## config.mk

```make
export PLATFORM = sky130hd
export DESIGN_NAME = perf_cnt_rsp_flat
export DESIGN_NICKNAME = d
export VERILOG_FILES = /design/src/rtl/perf_cnt_rsp_if.sv /design/src/rtl/perf_cnt_rsp.sv /design/src/flat_wrapper.sv
export SDC_FILE = /design/constraint.sdc
export NUM_CORES = 1
export LEC_CHECK = 0
export BUFFER_PORTS_ARGS = -buffer_cell sky130_fd_sc_hd__clkbuf_2
export CAP_MARGIN = 15
export CORE_AREA = 3 3 225 227
export DETAILED_ROUTE_END_ITERATION = 8
export DIE_AREA = 0 0 228 230
export PLACE_DENSITY_LB_ADDON = 0.3
export SETUP_SLACK_MARGIN = 0.05
export SLEW_MARGIN = 0
export SYNTH_ARGS = -nofsm -noshare
export SYNTH_HDL_FRONTEND = slang
export SYNTH_SLANG_ARGS = --single-unit
```

## constraint.sdc

```tcl
create_clock -name clock -period 6.7 [get_ports clock]
set_input_delay 0 -clock clock [delete_from_list [all_inputs] [get_ports clock]]
set_output_delay 0 -clock clock [all_outputs]
set_load 0.02 [all_outputs]
```

## src/rtl/perf_cnt_rsp_if.sv

```systemverilog
// Host-side read/response handshake bundle for the performance-counter responder.
// The host owns rd_req/rsp_ready; the responder owns the remaining signals.
interface perf_cnt_rsp_if #(
  parameter int DW = 34
);
  logic          rd_req;
  logic          rd_ready;
  logic          rsp_valid;
  logic          rsp_ready;
  logic [DW-1:0] rsp_data;
  logic [2:0]    rsp_idx;
  logic          rsp_last;

  modport master (
    output rd_req, rsp_ready,
    input  rd_ready, rsp_valid, rsp_data, rsp_idx, rsp_last
  );

  modport slave (
    input  rd_req, rsp_ready,
    output rd_ready, rsp_valid, rsp_data, rsp_idx, rsp_last
  );
endinterface

```

## src/rtl/perf_cnt_rsp.sv

```systemverilog
// Cycle and per-lane retire counters for the 4-issue core, read out by the host
// as a six-word snapshot stream: cycles, total, lane1..lane4.
module perf_cnt_rsp #(
  parameter int CNT_W = 32,
  parameter int DW    = CNT_W + 2
) (
  input  logic          clock,
  input  logic          reset,
  input  logic [3:0]    ex,
  input  logic          clr,
  perf_cnt_rsp_if.slave bus
);

  typedef enum logic {IDLE, SEND} state_t;

  state_t           state_q, state_d;
  logic [2:0]       idx_q, idx_d;
  logic [CNT_W-1:0] cyc_q, cyc_d;
  logic [CNT_W-1:0] lane_q [4];
  logic [CNT_W-1:0] lane_d [4];
  logic [3:0]       ex_prev_q, ex_prev_d;
  logic [CNT_W-1:0] snap_cyc_q, snap_cyc_d;
  logic [CNT_W-1:0] snap_lane_q [4];
  logic [CNT_W-1:0] snap_lane_d [4];
  logic [DW-1:0]    snap_tot_q, snap_tot_d;
  logic [3:0]       rise;
  logic [DW-1:0]    lane_sum;
  logic             rsp_valid;
  logic [DW-1:0]    rsp_data;

  // Live counters run regardless of the read FSM; clr wins over any increment.
  always_comb begin
    rise      = ex & ~ex_prev_q;
    ex_prev_d = ex;
    cyc_d     = clr ? '0 : cyc_q + CNT_W'(1);
    for (int i = 0; i < 4; i++) begin
      lane_d[i] = clr ? '0 : lane_q[i] + CNT_W'(rise[i]);
    end
    lane_sum = DW'(lane_q[0]) + DW'(lane_q[1]) + DW'(lane_q[2]) + DW'(lane_q[3]);
  end

  always_comb begin
    state_d     = state_q;
    idx_d       = idx_q;
    snap_cyc_d  = snap_cyc_q;
    snap_tot_d  = snap_tot_q;
    snap_lane_d = snap_lane_q;
    case (state_q)
      IDLE: begin
        if (bus.rd_req) begin
          snap_cyc_d  = cyc_q;
          snap_lane_d = lane_q;
          snap_tot_d  = lane_sum;
          idx_d       = 3'd0;
          state_d     = SEND;
        end
      end
      SEND: begin
        if (bus.rsp_ready) begin
          if (idx_q == 3'd5) begin
            idx_d   = 3'd0;
            state_d = IDLE;
          end else begin
            idx_d = idx_q + 3'd1;
          end
        end
      end
      default: state_d = IDLE;
    endcase
  end

  always_ff @(posedge clock) begin
    if (reset) begin
      state_q    <= IDLE;
      idx_q      <= 3'd0;
      cyc_q      <= '0;
      ex_prev_q  <= '0;
      snap_cyc_q <= '0;
      snap_tot_q <= '0;
      for (int i = 0; i < 4; i++) begin
        lane_q[i]      <= '0;
        snap_lane_q[i] <= '0;
      end
    end else begin
      state_q     <= state_d;
      idx_q       <= idx_d;
      cyc_q       <= cyc_d;
      ex_prev_q   <= ex_prev_d;
      snap_cyc_q  <= snap_cyc_d;
      snap_tot_q  <= snap_tot_d;
      lane_q      <= lane_d;
      snap_lane_q <= snap_lane_d;
    end
  end

  // Outputs read only the frozen snapshot, so backpressure keeps them stable.
  always_comb begin
    rsp_valid = (state_q == SEND);
    rsp_data  = '0;
    if (rsp_valid) begin
      case (idx_q)
        3'd0:    rsp_data = DW'(snap_cyc_q);
        3'd1:    rsp_data = snap_tot_q;
        3'd2:    rsp_data = DW'(snap_lane_q[0]);
        3'd3:    rsp_data = DW'(snap_lane_q[1]);
        3'd4:    rsp_data = DW'(snap_lane_q[2]);
        3'd5:    rsp_data = DW'(snap_lane_q[3]);
        default: rsp_data = '0;
      endcase
    end
  end

  assign bus.rd_ready  = (state_q == IDLE) && !reset;
  assign bus.rsp_valid = rsp_valid;
  assign bus.rsp_data  = rsp_data;
  assign bus.rsp_idx   = rsp_valid ? idx_q : 3'd0;
  assign bus.rsp_last  = rsp_valid && (idx_q == 3'd5);

endmodule

```

## src/flat_wrapper.sv

```systemverilog
// flat-port wrapper written by rule: the top's interface ports become plain ports
module perf_cnt_rsp_flat 
#(
  parameter int CNT_W = 32,
  parameter int DW    = CNT_W + 2
)
  (clock, reset, ex, clr, bus_rd_req, bus_rsp_ready, bus_rd_ready, bus_rsp_valid, bus_rsp_data, bus_rsp_idx, bus_rsp_last);
  perf_cnt_rsp_if #(.DW(DW)) bus_i ();
  input  logic clock;
  input  logic reset;
  input  logic [3:0] ex;
  input  logic clr;
  input wire logic [$bits(bus_i.rd_req)-1:0] bus_rd_req;
  input wire logic [$bits(bus_i.rsp_ready)-1:0] bus_rsp_ready;
  output wire logic [$bits(bus_i.rd_ready)-1:0] bus_rd_ready;
  output wire logic [$bits(bus_i.rsp_valid)-1:0] bus_rsp_valid;
  output wire logic [$bits(bus_i.rsp_data)-1:0] bus_rsp_data;
  output wire logic [$bits(bus_i.rsp_idx)-1:0] bus_rsp_idx;
  output wire logic [$bits(bus_i.rsp_last)-1:0] bus_rsp_last;
  assign bus_i.rd_req = bus_rd_req;
  assign bus_i.rsp_ready = bus_rsp_ready;
  assign bus_rd_ready = bus_i.rd_ready;
  assign bus_rsp_valid = bus_i.rsp_valid;
  assign bus_rsp_data = bus_i.rsp_data;
  assign bus_rsp_idx = bus_i.rsp_idx;
  assign bus_rsp_last = bus_i.rsp_last;
  perf_cnt_rsp #(.CNT_W(CNT_W), .DW(DW)) u_core (.clock(clock), .reset(reset), .ex(ex), .clr(clr), .bus(bus_i));
endmodule
```

Word level (Yosys, flattened, before mapping)
Cells that the tools add are included.
{ "totals": {"ff_bits": 362, "word_cells": 51, "output_inout_bits": 40, "in_bits": 9} }
{ "op_classes": {"n_reduce_logical": 7, "bitwise_logic": 3, "n_eq_ne": 7, "mux": 11, "add_sub_neg": 9} }
{ "op_table": {"columns": ["cell", "count"], "rows": [
  ["34-bit one-hot mux with 6 select lines", 1],
  ["32-bit by 1-bit adder with 32-bit output", 4],
  ["34-bit by 32-bit adder with 34-bit output", 2],
  ["34-bit 2-to-1 mux", 1],
  ["32-bit by 32-bit adder with 33-bit output", 1],
  ["32-bit by 1-bit adder with 32-bit output (second input constant)", 1],
  ["3-bit 2-to-1 mux", 4],
  ["3-bit by 2-bit == test with 1-bit output (second input constant)", 2],
  ["3-bit == test (second input constant)", 2],
  ["3-bit one-hot mux with 2 select lines", 1],
  ["4-bit bitwise AND", 1],
  ["2-bit inequality test (second input constant)", 2],
  ["4-bit inverter", 1],
  ["2-bit AND reduction", 2],
  ["3-bit by 1-bit adder with 3-bit output (second input constant)", 1],
  ["3-bit by 1-bit == test with 1-bit output (second input constant)", 1],
  ["3-bit zero test", 1],
  ["1-bit 2-to-1 mux", 3],
  ["1-bit logical AND", 2],
  ["1-bit one-hot mux with 2 select lines", 1],
  ["2-bit OR reduction", 1],
  ["1-bit zero test", 1],
  ["1-bit inverter", 1]
]} }

Logic depth before layout (Yosys ltp)
{ "depth": {"ltp_word": 4, "depth_mapped": 25, "mapped_depth_nobuf": 24} }

Least setup slack after synthesis
OpenSTA, ideal clock, no wires.
{ "synth_path": {"path_kind": "flip-flop to flip-flop", "startpoint": "register u_core.lane_q[97] in the netlist's numbering", "endpoint": "register u_core.snap_tot_q[29]", "n_path_buf": 0, "slack_ns": 1.955, "stages_incl_launch_ff": 23, "t_required_ns": 6.638, "period_less_slack_ns": 4.745, "arrival_time_ns": 4.683, "setup_ns": 0.062, "path_cell_list": "dfxtp_1 inv_1 fa_1 nor2b_1 o21ai_1 a21oi_1 o21ai_1 a21oi_1 a21oi_1 o21ai_1 a221oi_1 xor2_1 fa_1 inv_1 ha_1 a21o_1 a21o_1 a21oi_1 and4_1 a21oi_1 a41o_1 or4b_1 nand3_1"} }
{ "synth_via": {"elab_chain_len": 3} }
{ "synth_rtl": {"columns": ["element", "line", "source"], "rows": [
  ["start, declared", "perf_cnt_rsp.sv:19", "logic [CNT_W-1:0] lane_q [4];"],
  ["start signal, assigned", "perf_cnt_rsp.sv:91", "lane_q <= lane_d;"],
  ["32-bit by 32-bit adder with 33-bit output", "perf_cnt_rsp.sv:39", "lane_sum = DW'(lane_q[0]) + DW'(lane_q[1]) + DW'(lane_q[2]) + DW'(lane_q[3]);"],
  ["34-bit by 32-bit adder with 34-bit output (2 in series)", "perf_cnt_rsp.sv:39", null],
  ["end signal, assigned", "perf_cnt_rsp.sv:90", "snap_tot_q <= snap_tot_d;"],
  ["end, declared", "perf_cnt_rsp.sv:25", "logic [DW-1:0] snap_tot_q, snap_tot_d;"]
]} }
Every way passes these cells.
A chain may end at the register's enable or synchronous reset.

Worst setup path in the final report
Same ends and word-level chain as after synthesis.

==> metrics.md <==
| Metric | Value |
|---|---|
| Skew-Pair Late Insertion Delay | `0.55 ns` |
| Final ANT Viol Nets | `0` |
| Maximum clock frequency | `181 MHz` |
| FP Rows | `81` |
| Post-synth EDFFs | `0` |
| Hold Slack | `0.0550 ns` |
| Post-CTS Resized | `0` |
| Clk_skew | `0.0170 ns` |
| Synth Net Count | `2595` |
| Slew Viols, Final | `0` |
| CP endpoint | `u_core.snap_tot_q[29]` |
| Setup crit start | `u_core.lane_q[97]` |
| Synth Cell Area | `19400 um2` |
| DP Cell Count | `3073` |
| Final wirelength | `54300 um` |
| Gate Count Post-Synth | `2478` |
| Post-DP Area | `20200 um2` |
| CP startpoint kind | `flip-flop` |
| CP Data Arrival Time | `6.00 ns` |
| Main synth FF type | `dfxtp_1` |
| Fin util | `44.3%` |
| PwrDens | `215 nW/um2` |
| Die ar. | `52400 um2` |
| Die span in x | `228 um` |
| Vias per cell | `5.30` |
| CP delay by family, top | `compound AO/OA/AOI/OAI gates` |
| Outcome | `finished clean` |
| Clock-pin transition on the worst setup and hold timing paths | `0.06 ns` |
| IO Pins | `49` |
| Fin area | `21600 um2` |
| Commonest non-fill, non-tap cell in the layout | `nand2_1` |
| Most frequent cells in the layout | `488 x nand2_1, 360 x dfxtp_1, 279 x a21oi_1, 219 x nor2_1, 147 x inv_1` |
| Largest net degree at the start of global routing | `193` |
| Worst Path Max Fanout | `8` |
| Library cells used by synthesis | `72` |
| Layout Cells excl Fill | `3150` |
| Register area share after synthesis | `37.3%` |
| Maxcap violations | `0` |
| Clock sinks | `362` |
| Global-route wire length before repair | `86700 um` |
| Rel. slew slack | `26.7%` |
| Die height | `230 um` |
| Post-DP HPWL | `38400 um` |
| Worst min path class | `primary input to flip-flop` |
| Crit. End Element | `flip-flop` |
| Vias | `16700` |
| Layout cells sized above 1 | `6.64%` |
| Buffers on Ports | `48` |
| Endpoints failing setup | `0` |
| Slew @ Worst Pin | `1.10 ns` |
| FF+latch area | `7250 um2` |
| R2R depth | `22` |
| TritonCTS clock tree | `done` |
| RSZ-0062 raised after global routing | `false` |
| R2R Setup Slk | `1.18 ns` |
| CTS Buf Count | `40` |
| Total GRT Usage | `20.2%` |
| DR WL/cell | `17.2 um` |
| DRC errors left | `0` |
| Final #Nets | `2575` |
| Worst endpoint required time | `7.18 ns` |
| Initial antenna violation count | `0` |
| Starting density of the core | `39.8%` |
| Critical path depth in cells | `22` |
| Synth warn | `0` |
| Layout Area Growth over Synthesis | `11.2%` |
| Highest-delay cell along the critical path | `dfxtp_1` |
| CTS H-Tree Depth | `2` |
| DR iter-0 viols | `1319` |
| Post-CTS setup buffers | `0` |
| Post-layout min period | `5.52 ns` |
| Bufs and invs on worst path | `2` |
| Critical Path, Cell by Cell | `inv_1 -> fa_1 -> nor2b_1 -> o21ai_1 -> a21oi_1 -> o21ai_1 -> a21oi_1 -> a21oi_1 -> o21ai_1 -> a221oi_1 -> xor2_1 -> fa_1 -> inv_1 -> ha_1 -> a21o_1 -> a21o_1 -> a21oi_1 -> and4_1 -> a21oi_1 -> a41o_1 -> or4b_1 -> nand3_1` |
| FF+latch count, synth | `362` |
| Clock root buffer | `clkbuf_16` |
| Most frequent cell on the critical path | `a21oi_1` |
| Final Hold Viols | `0` |
| Setup_tns | `0 ns` |
| Worst-case clock buffer depth | `3` |
| WS Path Type | `flip-flop to flip-flop` |
| Core ar. | `48800 um2` |
| Gpl congestion | `0.885` |
| Worst R2R End | `u_core.snap_tot_q[29]` |
| Fill cells | `4969` |
| Peak supply drop | `0.142 mV` |
| Launch point of the worst reg-to-reg path | `u_core.lane_q[97]` |
| Multi-input logic area | `11200 um2` |
| DRT Pass-1 Iters | `6` |
| Syn avg cell area | `7.85 um2` |
| CP max stage delay | `0.51 ns` |
| Remaining Overflow, GRT | `0` |
| Via count of the first global-routing pass | `16000` |
| Final period util | `82.4%` |
| Antenna diodes | `0` |
| Leak | `8.12 nW` |
| Asr flop ratio synth | `0%` |
synth_stat cells (6+ instances only):
library cell / instances / area share [%]
o21bai_1: 7 / 0.27
ha_1: 74 / 4.8
nor2b_1: 18 / 0.58
mux2_2: 9 / 0.52
a22oi_1: 35 / 1.4
xor2_1: 80 / 3.6
o21ai_1: 9 / 0.23
o21ai_0: 64 / 1.6
a211oi_1: 11 / 0.42
a31oi_1: 15 / 0.48
nand3_1: 77 / 2.0
nor2_1: 219 / 4.2
nand2_1: 488 / 9.4
a21oi_1: 279 / 7.2
a222oi_1: 6 / 0.31
a221oi_1: 11 / 0.50
or3_1: 21 / 0.68
buf_1: 11 / 0.21
fa_1: 34 / 3.5
clkbuf_1: 112 / 2.2
nor3b_1: 7 / 0.27
a21o_1: 44 / 1.7
dfxtp_1: 362 / 37
nor3_1: 24 / 0.62
xnor2_1: 100 / 4.5
nand4_1: 22 / 0.71
and2_1: 19 / 0.61
inv_1: 147 / 2.8
o211ai_1: 7 / 0.27
and4_1: 11 / 0.50
mux2i_1: 33 / 1.7
and3_1: 41 / 1.3
nand2b_1: 14 / 0.45
worst register-to-register path: cells and delay by family (launching register included):
family | cells | cell delay (ns)
AOI/OAI and AO/OA | 12 | 2.30
DFF | 1 | 0.51
buffers and inverters | 2 | 0.18
adders and majority gates | 3 | 1.18
and+or+nand+nor | 4 | 0.98
xor gates and xnor gates | 1 | 0.30
registers in the layout, indices dropped and copies added (netlist names):
| signal | count |
|---|---|
| u_core.cyc_q | 32 |
| u_core.snap_cyc_q | 32 |
| u_core.bus.rsp_valid | 1 |
| u_core.snap_tot_q | 34 |
| u_core.snap_lane_q | 128 |
| u_core.lane_q | 128 |
| u_core.ex_prev_q | 4 |
| u_core.idx_q | 3 |
kinds of logic (layout without fill, tap and decap cells):
family	after synthesis	count (layout)	share of synthesized area [%]
compound gates	519	519	16.0
xor+xnor	180	180	8.11
fa+ha+maj	108	108	8.26
buf+inv	277	285	5.49
flops	362	362	37.3
mux	42	42	2.22
simple gates	990	990	22.7
layout make-up:
class,count,area share (%)
repair buffers,68,2.03
well taps,664,3.84
inverters,147,2.55
flip-flops and latches,362,33.5
multi-input cells,1839,51.6
clock buffers,61,5.70
clock inverters,9,0.723
worst min path at each step:
stage                     slack (ns)     startpoint  cells after the start                   end
after detailed placement        0.23          ex[1]                      2   u_core.ex_prev_q[1]
after CTS                       0.05            clr                      3       u_core.cyc_q[1]
after floorplan                 0.12  bus_rsp_ready                      1  u_core.bus.rsp_valid
final                           0.06            clr                      3     u_core.lane_q[64]
after global placement          0.22          ex[0]                      2   u_core.ex_prev_q[0]
after global routing            0.07            clr                      3     u_core.lane_q[64]
timing repair:
item / CTS / global route
hold buffers: 7 / 0
endpoints found under the hold margin: 64 / 0
setup endpoints to repair: 0 / 0
routing by layer:
metal  share of wire [%]  routed length (um)  GRT usage (%)  vias to the layer above
met5                   0                   0              0                        -
met4                 2.2                1190           5.43                        0
met3                 5.4                2930           2.53                       74
met2                  44               24000           31.7                      438
met1                  48               26200           29.2                     7929
li1                    -                   -              -                     8259
metrics by stage:
stage          worst slack (ns)  total power [mW]
2_1_floorplan              1.95              2.31
4_1_cts                    1.24              4.69
5_1_grt                   0.827              4.78
3_5_place_dp               1.27              2.36
3_3_place_gp               1.40              2.36
6_report                   1.18              4.64
report_power, final:
part	switching, mW	internal, mW	leakage [nW]
clock	0.906	1.42	0.685
sequential	0.00977	2.16	2.92
combinational	0.121	0.0267	4.51
Note: power is estimated with default switching activity, not from simulation.
